==> src/rtl/aes_pkg.sv <==
// rtl/aes_pkg.sv - shared AES types, field constant, FSM encoding and xtime helper
package aes_pkg;

  localparam logic [7:0] AES_POLY = 8'h1B;

  typedef logic [127:0] state_t;
  typedef logic [31:0]  col_t;

  typedef enum logic [1:0] {
    IDLE = 2'd0,
    BUSY = 2'd1,
    DONE = 2'd2
  } mc_fsm_e;

  // Multiply by 2 in GF(2^8): shift left, fold bit 7 back through the field polynomial.
  function automatic logic [7:0] xtime(input logic [7:0] b);
    return {b[6:0], 1'b0} ^ (b[7] ? AES_POLY : 8'h00);
  endfunction

endpackage

==> src/rtl/mix_column_fwd.sv <==
// rtl/mix_column_fwd.sv - combinational forward MixColumns of one 32-bit column
module mix_column_fwd
  import aes_pkg::*;
(
  input  col_t col_i,
  output col_t col_o
);

  logic [7:0] a0, a1, a2, a3;
  logic [7:0] x0, x1, x2, x3;

  assign a0 = col_i[31:24];
  assign a1 = col_i[23:16];
  assign a2 = col_i[15:8];
  assign a3 = col_i[7:0];

  assign x0 = xtime(a0);
  assign x1 = xtime(a1);
  assign x2 = xtime(a2);
  assign x3 = xtime(a3);

  // 3*a is expressed as xtime(a)^a, so each row is a handful of XORs.
  assign col_o[31:24] = x0 ^ (x1 ^ a1) ^ a2 ^ a3;
  assign col_o[23:16] = a0 ^ x1 ^ (x2 ^ a2) ^ a3;
  assign col_o[15:8]  = a0 ^ a1 ^ x2 ^ (x3 ^ a3);
  assign col_o[7:0]   = (x0 ^ a0) ^ a1 ^ a2 ^ x3;

endmodule

==> src/rtl/mix_columns_engine.sv <==
// rtl/mix_columns_engine.sv - iterative forward MixColumns engine with valid/ready handshakes
module mix_columns_engine
  import aes_pkg::*;
#(
  parameter int COLS_PER_CYCLE = 1
) (
  input  logic   clk,
  input  logic   rst,
  input  logic   in_valid,
  output logic   in_ready,
  input  state_t in_state,
  input  logic   in_skip,
  output logic   out_valid,
  input  logic   out_ready,
  output state_t out_state
);

  // Counter step wraps to 0 for four columns per cycle, which is the single-group case.
  localparam logic [1:0] STEP = 2'(COLS_PER_CYCLE);
  localparam logic [1:0] LAST = 2'(4 - COLS_PER_CYCLE);

  mc_fsm_e    state_q, state_d;
  logic [1:0] cnt_q, cnt_d;
  logic       skip_q, skip_d;
  // Packed as [3:0] so column c lives at index 3-c, i.e. ~c.
  col_t [3:0] src_q, src_d;
  col_t [3:0] res_q, res_d;

  logic [1:0] col_idx [COLS_PER_CYCLE];
  col_t       col_src [COLS_PER_CYCLE];
  col_t       col_mix [COLS_PER_CYCLE];

  for (genvar g = 0; g < COLS_PER_CYCLE; g++) begin : g_col
    assign col_idx[g] = cnt_q + 2'(g);
    assign col_src[g] = src_q[~col_idx[g]];

    mix_column_fwd u_mix (
      .col_i (col_src[g]),
      .col_o (col_mix[g])
    );
  end

  // Next-state, datapath updates and handshake outputs.
  always_comb begin
    state_d   = state_q;
    cnt_d     = cnt_q;
    skip_d    = skip_q;
    src_d     = src_q;
    res_d     = res_q;
    in_ready  = 1'b0;
    out_valid = 1'b0;
    case (state_q)
      IDLE: begin
        in_ready = 1'b1;
        if (in_valid) begin
          src_d   = in_state;
          skip_d  = in_skip;
          cnt_d   = 2'd0;
          state_d = BUSY;
        end
      end
      BUSY: begin
        for (int g = 0; g < COLS_PER_CYCLE; g++) begin
          res_d[~col_idx[g]] = skip_q ? col_src[g] : col_mix[g];
        end
        cnt_d = cnt_q + STEP;
        if (cnt_q == LAST) begin
          state_d = DONE;
        end
      end
      DONE: begin
        out_valid = 1'b1;
        // Output drain and next input accept share the same cycle.
        in_ready  = out_ready;
        if (out_ready) begin
          if (in_valid) begin
            src_d   = in_state;
            skip_d  = in_skip;
            cnt_d   = 2'd0;
            state_d = BUSY;
          end else begin
            state_d = IDLE;
          end
        end
      end
      default: state_d = IDLE;
    endcase
  end

  // State and datapath registers with synchronous clear.
  always_ff @(posedge clk) begin
    if (rst) begin
      state_q <= IDLE;
      cnt_q   <= 2'd0;
      skip_q  <= 1'b0;
      src_q   <= '0;
      res_q   <= '0;
    end else begin
      state_q <= state_d;
      cnt_q   <= cnt_d;
      skip_q  <= skip_d;
      src_q   <= src_d;
      res_q   <= res_d;
    end
  end

  assign out_state = res_q;

endmodule

==> config.mk <==
export PLATFORM = sky130hd
export DESIGN_NAME = mix_columns_engine
export DESIGN_NICKNAME = d
export VERILOG_FILES = /design/src/rtl/aes_pkg.sv /design/src/rtl/mix_column_fwd.sv /design/src/rtl/mix_columns_engine.sv
export SDC_FILE = /design/constraint.sdc
export NUM_CORES = 1
export LEC_CHECK = 0
export ABC_AREA = 1
export BUFFER_PORTS_ARGS = -buffer_cell sky130_fd_sc_hd__buf_2
export CORE_ASPECT_RATIO = 0.7
export CORE_MARGIN = 8
export CORE_UTILIZATION = 56
export DETAILED_ROUTE_END_ITERATION = 6
export PLACE_DENSITY = 0.81
export SYNTH_ARGS = -nofsm -noshare
export SYNTH_HDL_FRONTEND = slang
export SYNTH_SLANG_ARGS = --single-unit
export TNS_END_PERCENT = 30
==> constraint.sdc <==
create_clock -name clk -period 2.3 [get_ports clk]
set_clock_uncertainty 0.15 [all_clocks]
set_input_delay 0.115 -clock clk [delete_from_list [all_inputs] [get_ports clk]]
set_output_delay 0.115 -clock clk [all_outputs]
set_load 0.01 [all_outputs]
Yosys cells after proc, flatten, opt, wreduce, memory -nomap -nowiden. Index checks and enable logic that the tools add are counted.

Output and inout port bits: 130. Bits in registers: 261. Input port bits: 133. Word-level logic and storage cells: 74.

Reductions and logical operators: 7. Add/subtract/negate cells: 1. Muxes and demuxes: 26. Bitwise operators: 21. Equality and inequality tests: 6. Order comparisons: 2.

Operators with widths (number): two-way mux 128 bit (2); case mux 128 bit (2 select lines) (1); bitwise XOR 8 bit (20); bitwise mux 128 bit (1); two-way mux 32 bit (3); binary-select mux 32 bit (select 2 bit) (1); demux 32 bit (select 2 bit) (1); two-way mux 5 bit (4); case mux 2 bit (3 select lines) (2); two-way mux 2 bit (5); inequality test 2 bit, second input constant (3); == test 2 bit, second input constant (2); two-way mux 1 bit (4); case mux 1 bit (2 select lines) (2); AND reduction 2 bit (2); < comparator 2 x 3 -> 1 bit, second input constant (1); AND reduction 3 bit (1); nonzero test 3 bit (1); adder 2 x 1 -> 2 bit, second input constant (1); == test 2 x 1 -> 1 bit, second input constant (1); >= comparator 2 x 1 -> 1 bit, second input constant (1); logical NOT 2 bit (1); inverter 2 bit (1); nonzero test 2 bit (1); logical AND 1 bit (1).

Longest topological paths before layout. Gate-level depths: netlist of run 1.

Word-level depth: 11. Mapped depth: 18. Mapped depth without buffers: 15.

Hierarchy. Synthesis of run 1 repeated with hierarchy kept, for this count alone.

Cell total of the unflattened synthesis: 2154. Area, all modules: 13553.0 um^2.

By module, submodules not included: mix_columns_engine (area each 11512.3 um^2, instances 1, cells an instance 1722); mix_column_fwd (area each 2040.7 um^2, instances 1, cells an instance 432).

Least setup slack after synthesis of run 1. Ideal clock, no wire load.

Kind: reg2reg. Start: register cnt_q[0]. End: register res_q, in the netlist out_state[65]. Data arrival time: 1.582 ns. Setup time: 0.109 ns. Required time: 2.041 ns. Path buffers: 3. Clock period less this slack: 1.840 ns. Cell stages (with the launch flop): 17. Setup slack: 0.460 ns. Cells stage by stage: dfxtp_1 -> buf_6 -> inv_4 -> buf_6 -> buf_6 -> nand2_2 -> nand3_1 -> nand2_1 -> nand2_1 -> nand2_2 -> nand2_1 -> nand2_1 -> nand3_1 -> nand3_1 -> nand3_1 -> nand2_1 -> inv_1.

Longest elaborated chain between the ends: 11. Elaborated cells between the ends (all ways): 18. Classes of those cells: 2 x order compare; 8 x mux; 7 x bitwise; 1 x reduce/logical.

Ends and longest elaborated chain: start, declared (RTL line mix_columns_engine.sv:23) `logic [1:0] cnt_q, cnt_d;`; start signal, assigned (RTL line mix_columns_engine.sv:100) `cnt_q <= cnt_d;`; inverter 2 bit (*) (RTL line mix_columns_engine.sv:35, mix_columns_engine.sv:64); binary-select mux 32 bit (select 2 bit) (RTL line mix_columns_engine.sv:35) `assign col_src[g] = src_q[~col_idx[g]];`; two-way mux 32 bit (implied by the code) (RTL line mix_columns_engine.sv:35); two-way mux 5 bit (RTL line aes_pkg.sv:17) `return {b[6:0], 1'b0} ^ (b[7] ? AES_POLY : 8'h00);`; bitwise XOR 8 bit (RTL line aes_pkg.sv:17); bitwise XOR 8 bit (4 in series) (RTL line mix_column_fwd.sv:26) `assign col_o[7:0] = (x0 ^ a0) ^ a1 ^ a2 ^ x3;`; two-way mux 32 bit (RTL line mix_columns_engine.sv:64) `res_d[~col_idx[g]] = skip_q ? col_src[g] : col_mix[g];`; bitwise mux 128 bit (*) (RTL line mix_columns_engine.sv:64); end signal, assigned (RTL line mix_columns_engine.sv:103) `res_q <= res_d;`; end, declared (RTL line mix_columns_engine.sv:27) `col_t [3:0] res_q, res_d;`.

Every way passes the cells marked *; elsewhere a longest branch is shown, timed or not. The select of a mux whose other input is x is not followed. A chain may end at the register's enable or synchronous reset.

Final worst setup path of run 1.
Start: register cnt_q[0]. End: register res_q, in the netlist out_state[70].

Longest elaborated chain between the ends: 10. Elaborated cells between the ends (all ways): 16. Classes of those cells: 2 x order compare; 6 x mux; 7 x bitwise; 1 x reduce/logical.

Ends and longest elaborated chain (RTL line): inverter 2 bit (*) (mix_columns_engine.sv:35, mix_columns_engine.sv:64); binary-select mux 32 bit (select 2 bit) (mix_columns_engine.sv:35); two-way mux 32 bit (implied by the code) (mix_columns_engine.sv:35); bitwise XOR 8 bit (aes_pkg.sv:17); bitwise XOR 8 bit (4 in series) (mix_column_fwd.sv:26); two-way mux 32 bit (mix_columns_engine.sv:64); bitwise mux 128 bit (*) (mix_columns_engine.sv:64).

Marked as above.

==> results.py, run 1 <==
metrics = {
    "job": {
        "max_cap_viol_count": 0,
    },
    "synth": {
        "yosysWarnings": 0,
        "ys_types": 27,
        "synth_ff_type": "dfxtp_1",
        "seq_area_frac_synth": 0.390,
        "async_flop_share": 0,
        "synth_nets": 2211,
        "synth_edf_count": 0,
        "netlist_instances": 2074,
        "synth_most_common_cell": "nand2_1",
        "synth_largest_area_cell": "dfxtp_1",
        "synth_seq_cells": 261,
        "avgSynthCellArea_sq_um": 6.46,
        "synthTopCellsByArea": "dfxtp_1 39%, nand2_1 19%, nand3_1 9.3%",
        "synth_common_cells": "685 x nand2_1, 261 x dfxtp_1, 256 x nor2_1",
        "netlist_area_sq_mm": 0.0134,
        "synth_top_area_share": 0.390,
    },
    "critical_path": {
        "cpMaxStageDelayCell": "dfxtp_4",
        "critPathKind": "reg -> reg",
        "crit_family": "simple AND/OR/NAND/NOR gates",
        "worstPathRequired_ps": 2570,
        "max_stage_delay_ps": 410,
        "path_max_fanout": 26,
        "start_kind": "flip-flop",
        "crit_arrival_ps": 2540,
        "crit_buf_inv": 3,
        "crit_path_end_kind": "flip-flop",
        "path_cells": "buf_12 -> clkbuf_16 -> nand2_1 -> nand3_1 -> nand2_4 -> xnor2_2 -> inv_2 -> nand2_1 -> nand3_1 -> nand2_2 -> a21oi_1",
    },
    "finish": {
        "num-nets-final": 2595,
        "area.growth.synth_to_final_pct": 33.4,
        "num-fill-cells": 1804,
        "drive_above_1_share": 0.201,
    },
    "floorplanning": {
        "core-area_sq_mm": 0.0236,
        "die_h_um": 145,
        "rows": 47,
        "fp.dieW_um": 201,
        "initial_core_util": 0.568,
        "die-area_sq_mm": 0.0292,
        "io_pins": 263,
    },
    "power": {
        "finalPower_uw": 13300,
        "p_int_uw": 8760,
        "ir_worst_vdd_uv": 575,
        "p_sw_uw": 4540,
        "p_leak_uw": 0.00934,
        "power_density_mw_per_mm2": 745,
        "swShare": 0.341,
        "p_clk_frac": 0.331,
        "combPwrFrac": 0.290,
        "power_frac_seq": 0.378,
    },
    "drt": {
        "drc": 0,
        "vias_per_cell": 5.57,
        "dr.pass1.iters": 6,
        "post_drt_wl_per_cell_um": 18.5,
        "ant_nets": 0,
        "wl_mm": 51.7,
        "drt-initial-drc-count": 1916,
        "num_vias": 15577,
    },
    "global_route": {
        "track_usage": 0.329,
        "overflow": 0,
        "grt_max_degree": 121,
        "grt_pass1_vias": 14470,
        "grt_pass1_wl_mm": 79.2,
        "antenna_found_initial": 3,
    },
    "clocking": {
        "cts.sinks": 261,
        "clkLatencyLatePin_ps": 550,
        "tritoncts": "yes",
        "htreeDepth": 1,
        "cts_root_buffer": "clkbuf_16",
        "numCtsBuffers": 25,
        "clkTransAtPathRegs_ps": 70,
        "clock_path_buffers": 3,
    },
    "status": {
        "outcome": "complete, no violations",
    },
    "sta": {
        "grt_setup_unrepaired": "yes",
        "timing.fmax_mhz": 442,
        "relSlewSlack": 0.659,
        "tightestPinTransition_ps": 511,
        "min_period_ps": 2260,
        "fin_crit_sh": 0.984,
        "tns_ps": 0,
        "hold_viol_final": 0,
        "setup_violations": 0,
        "final_max_slew_viol_count": 0,
    },
    "place": {
        "port-buffer-count": 262,
        "gp_congestion": 0.948,
        "place_hpwl_mm": 34.6,
    },
    "worst_hold_path": {
        "hp-class": "in -> reg",
    },
}
[timing repair]
| action | in CTS | in global routing |
|---|---|---|
| pin swaps | 0 | 6 |
| endpoints found under the setup margin | 11 | 117 |
| gates resized for setup | 3 | 56 |
| setup buffers | 0 | 9 |
| gates cloned | 0 | 4 |
| hold buffers | 132 | 0 |
| endpoints found under the hold margin | 151 | 0 |
[power groups by stage]
stage / Sequential, uW / Combinational, uW / Clock (uW)
6_report: 5030 / 3860 / 4410
5_1_grt: 5050 / 4220 / 4580
4_1_cts: 5010 / 3590 / 4410
3_5_place_dp: 5110 / 3400 / 0
3_3_place_gp: 5100 / 3340 / 0
2_1_floorplan: 5090 / 2190 / 0
[cells in the final DEF (no fill, tap or decap), types with 8 or more instances in the layout]
| master | count |
|---|---|
| buf_2 | 262 |
| buf_4 | 53 |
| dlygate4sd3_1 | 132 |
| a21oi_1 | 20 |
| nand2_1 | 661 |
| dfxtp_1 | 259 |
| buf_12 | 18 |
| inv_2 | 20 |
| nand2_2 | 48 |
| nand3_1 | 239 |
| inv_1 | 136 |
| nand2_4 | 9 |
| clkinv_2 | 8 |
| nor2_1 | 255 |
| clkbuf_16 | 29 |
| o21a_1 | 116 |
| nand3_2 | 27 |
| o21ai_0 | 142 |
[per-layer routing]
metal / vias to the layer above / global-route usage / wire [um]
li1: 7349 / - / -
met1: 7191 / 0.453 / 21800
met2: 899 / 0.498 / 22100
met3: 138 / 0.0832 / 6100
met4: 0 / 0.103 / 1740
met5: - / 0 / 0
[worst paths after layout]
path	from	end	slack, ps	depth (start not counted)
max reg2reg	cnt_q[0]	out_state[70]	40	11
min reg2reg	src_q[27]	src_q[27]	330	2
max	cnt_q[0]	out_state[70]	40	11
min	out_ready	src_q[59]	160	5
[metrics by stage]
stage,instances,utilization,hold slack (ps),cell area (sq um),setup slack [ps]
2_1_floorplan,2074,-,34.1,13400,460
3_3_place_gp,2604,0.649,219,15300,-55.6
3_5_place_dp,2604,0.649,224,15300,-28.0
4_1_cts,2782,0.741,41.3,17500,18.3
5_1_grt,2798,0.757,170,17900,-74.6
6_report,2798,0.757,160,17900,36.6
[registers in the layout, summed over array words and instances, names as in the netlist]
| register | count |
|---|---|
| skip_q | 1 |
| src_q | 128 |
| state_q | 2 |
| cnt_q | 2 |
| out_state | 128 |
[area by class of cell]
cell class,count,area (sq um),area share
multi-input combinational,1538,7230,0.405
sequential,261,5230,0.293
timing repair buffer,471,3510,0.197
clock buffer,32,682,0.0382
inverter,161,623,0.0349
tap,318,398,0.0223
clock inverter,14,179,0.0100
antenna,3,7.51,0.000420
[worst register-to-register path, delay by kind of cell, from the launching register on]
family / cells / cell delay (ps)
and+or+nand+nor: 6 / 760
AOI/OAI and AO/OA: 1 / 90
DFF: 1 / 410
buffers and inverters: 3 / 420
xor gates and xnor gates: 1 / 310
[kinds of logic after synthesis]
family,Yosys count,share of synthesized area
and+or+nand+nor,1245,0.388
AOI/OAI and AO/OA,281,0.127
buffers and inverters,275,0.0845
DFF,261,0.390
xor gates and xnor gates,8,0.00691
adders and majority gates,4,0.00374
Power figures use the tool's default switching activity.
==> run 2, diff against run 1 <==
Settings changed: CORE_UTILIZATION 56 to 40, PLACE_DENSITY 0.81 to unset.
==> run 2 against run 1 <==
Fmax rose by 1.5%. Critical path type unchanged. Final area rose by 1.4%. Sequential power barely moved. Wire length rose by 0.64%. Register-to-register slack improved by 30 ps. Global-route usage fell by 8.0 points. Utilization fell by 21 points. Sequential cell count did not move.
==> results.py, run 2 (synthesized netlist as in run 1, its figures left out) <==
metrics = {
    "status": {
        "outcome": "complete, no violations",
    },
    "worst_hold_path": {
        "hp-class": "in -> reg",
    },
    "global_route": {
        "grt_max_degree": 114,
        "grt_pass1_wl_mm": 79.2,
        "track_usage": 0.248,
        "grt_pass1_vias": 13842,
        "antenna_found_initial": 0,
        "overflow": 0,
    },
    "clocking": {
        "clock_path_buffers": 3,
        "clkTransAtPathRegs_ps": 70,
        "tritoncts": "yes",
        "cts.sinks": 261,
        "htreeDepth": 1,
        "numCtsBuffers": 27,
        "cts_root_buffer": "clkbuf_16",
        "clkLatencyLatePin_ps": 540,
    },
    "critical_path": {
        "cpMostUsedCell": "nand2_1",
        "crit_path_end_kind": "flip-flop",
        "path_max_fanout": 10,
        "path_cells": "inv_6 -> buf_6 -> nand2_2 -> nand3_1 -> nand2_4 -> nand2_1 -> nand2_2 -> nand2_1 -> nand2_1 -> nand3_1 -> nand3_4 -> nand3_1 -> nand2_1 -> inv_1",
        "max_stage_delay_ps": 430,
        "critPathKind": "reg -> reg",
        "crit_buf_inv": 3,
        "r2r_slack_ps": 70,
        "crit_family": "simple AND/OR/NAND/NOR gates",
        "start_kind": "flip-flop",
        "cpMaxStageDelayCell": "dfxtp_4",
        "worstPathRequired_ps": 2590,
        "crit_arrival_ps": 2520,
    },
    "power": {
        "finalPower_uw": 13500,
        "ir_worst_vdd_uv": 421,
        "power_density_mw_per_mm2": 745,
        "p_leak_uw": 0.00940,
    },
    "drt": {
        "num_vias": 14689,
        "drt-initial-drc-count": 1527,
        "drc": 0,
        "ant_nets": 0,
        "vias_per_cell": 5.03,
        "post_drt_wl_per_cell_um": 17.8,
        "wl_mm": 52.1,
        "dr.pass1.iters": 7,
    },
    "floorplanning": {
        "io_pins": 263,
        "initial_core_util": 0.403,
        "die_h_um": 169,
        "core-area_sq_mm": 0.0332,
        "rows": 56,
        "die-area_sq_mm": 0.0397,
        "fp.dieW_um": 235,
    },
    "sta": {
        "min_period_ps": 2230,
        "setup_violations": 0,
        "relSlewSlack": 0.604,
        "hold_viol_final": 0,
        "tightestPinTransition_ps": 593,
        "final_max_slew_viol_count": 0,
        "timing.fmax_mhz": 448,
        "tns_ps": 0,
        "fin_crit_sh": 0.970,
        "fin_hold_ws_ps": 50.7,
        "grt_setup_unrepaired": "yes",
    },
    "place": {
        "place_hpwl_mm": 37.9,
        "port-buffer-count": 262,
        "gp_congestion": 0.931,
    },
    "job": {
        "max_cap_viol_count": 0,
    },
    "finish": {
        "final_cell_mix": "652 x nand2_1, 262 x buf_2, 259 x dfxtp_1",
        "area.growth.synth_to_final_pct": 35.3,
        "layout_commonest_cell": "nand2_1",
        "antenna_cells": 0,
        "drive_above_1_share": 0.207,
        "num-nets-final": 2603,
    },
}
-- run 2: cell types whose count changed in the layout (fill, tap and decap cells not counted), sizes merged --
cell | before | now
clkinv | 8 | 7
clkinvlp | 2 | 1
diode | 3 | 0
bufinv | 4 | 3
clkbuf | 36 | 39
buf | 335 | 344
dlygate4sd3 | 132 | 131
-- run 2: worst paths after layout --
| path | start | to | depth (start not counted) |
|---|---|---|---|
| setup / recovery | cnt_q[0] | out_state[92] | 14 |
| hold reg to reg | src_q[40] | src_q[40] | 2 |
| setup reg to reg | cnt_q[0] | out_state[92] | 14 |
| hold / removal | in_valid | src_q[125] | 5 |
-- run 2: area by class of cell --
type	count	area [sq um]
fillers	3348	15100
multi-input cells	1538	7290
flip-flops and latches	261	5230
repair buffers	477	3520
clock buffers	37	763
inverters	161	621
well taps	435	544
clock inverters	11	143
-- run 2: metal layers --
layer / vias to the layer above / GRT usage / wire, um
met5: - / 0 / 0
met4: 0 / 0.0429 / 819
met3: 59 / 0.0625 / 4340
met2: 502 / 0.372 / 21500
met1: 6772 / 0.360 / 25400
li1: 7356 / - / -
-- run 2: power by group --
group,internal [uW],switching (uW)
Combinational,1420,2490
Clock,2660,1890
Sequential,4820,222
-- run 2: per-stage QoR --
step | area [sq um] | utilization | setup WS [ps] | cells
after floorplan | 13400 | - | 460 | 2074
after global routing | 18100 | 0.546 | -37.5 | 2920
final | 18100 | 0.546 | 69.8 | 2920
after global placement | 15600 | 0.468 | -26.0 | 2735
after CTS | 17800 | 0.536 | 1.75 | 2914
after detailed placement | 15600 | 0.468 | -38.8 | 2735
-- run 2: what timing repair did --
action                                  CTS  global route
hold buffers                            131             0
pin swaps                                 0             5
resized for setup                         4            70
buffers inserted                          0             4
cloned                                    0             2
endpoints found under the hold margin   144             0
endpoints found under the setup margin   13           121
-- run 2: worst reg2reg max path, delay by kind of cell, from the launching register on --
kind,cells,cell delay [ps]
DFF,1,430
buffers and inverters,3,270
and+or+nand+nor,11,1270
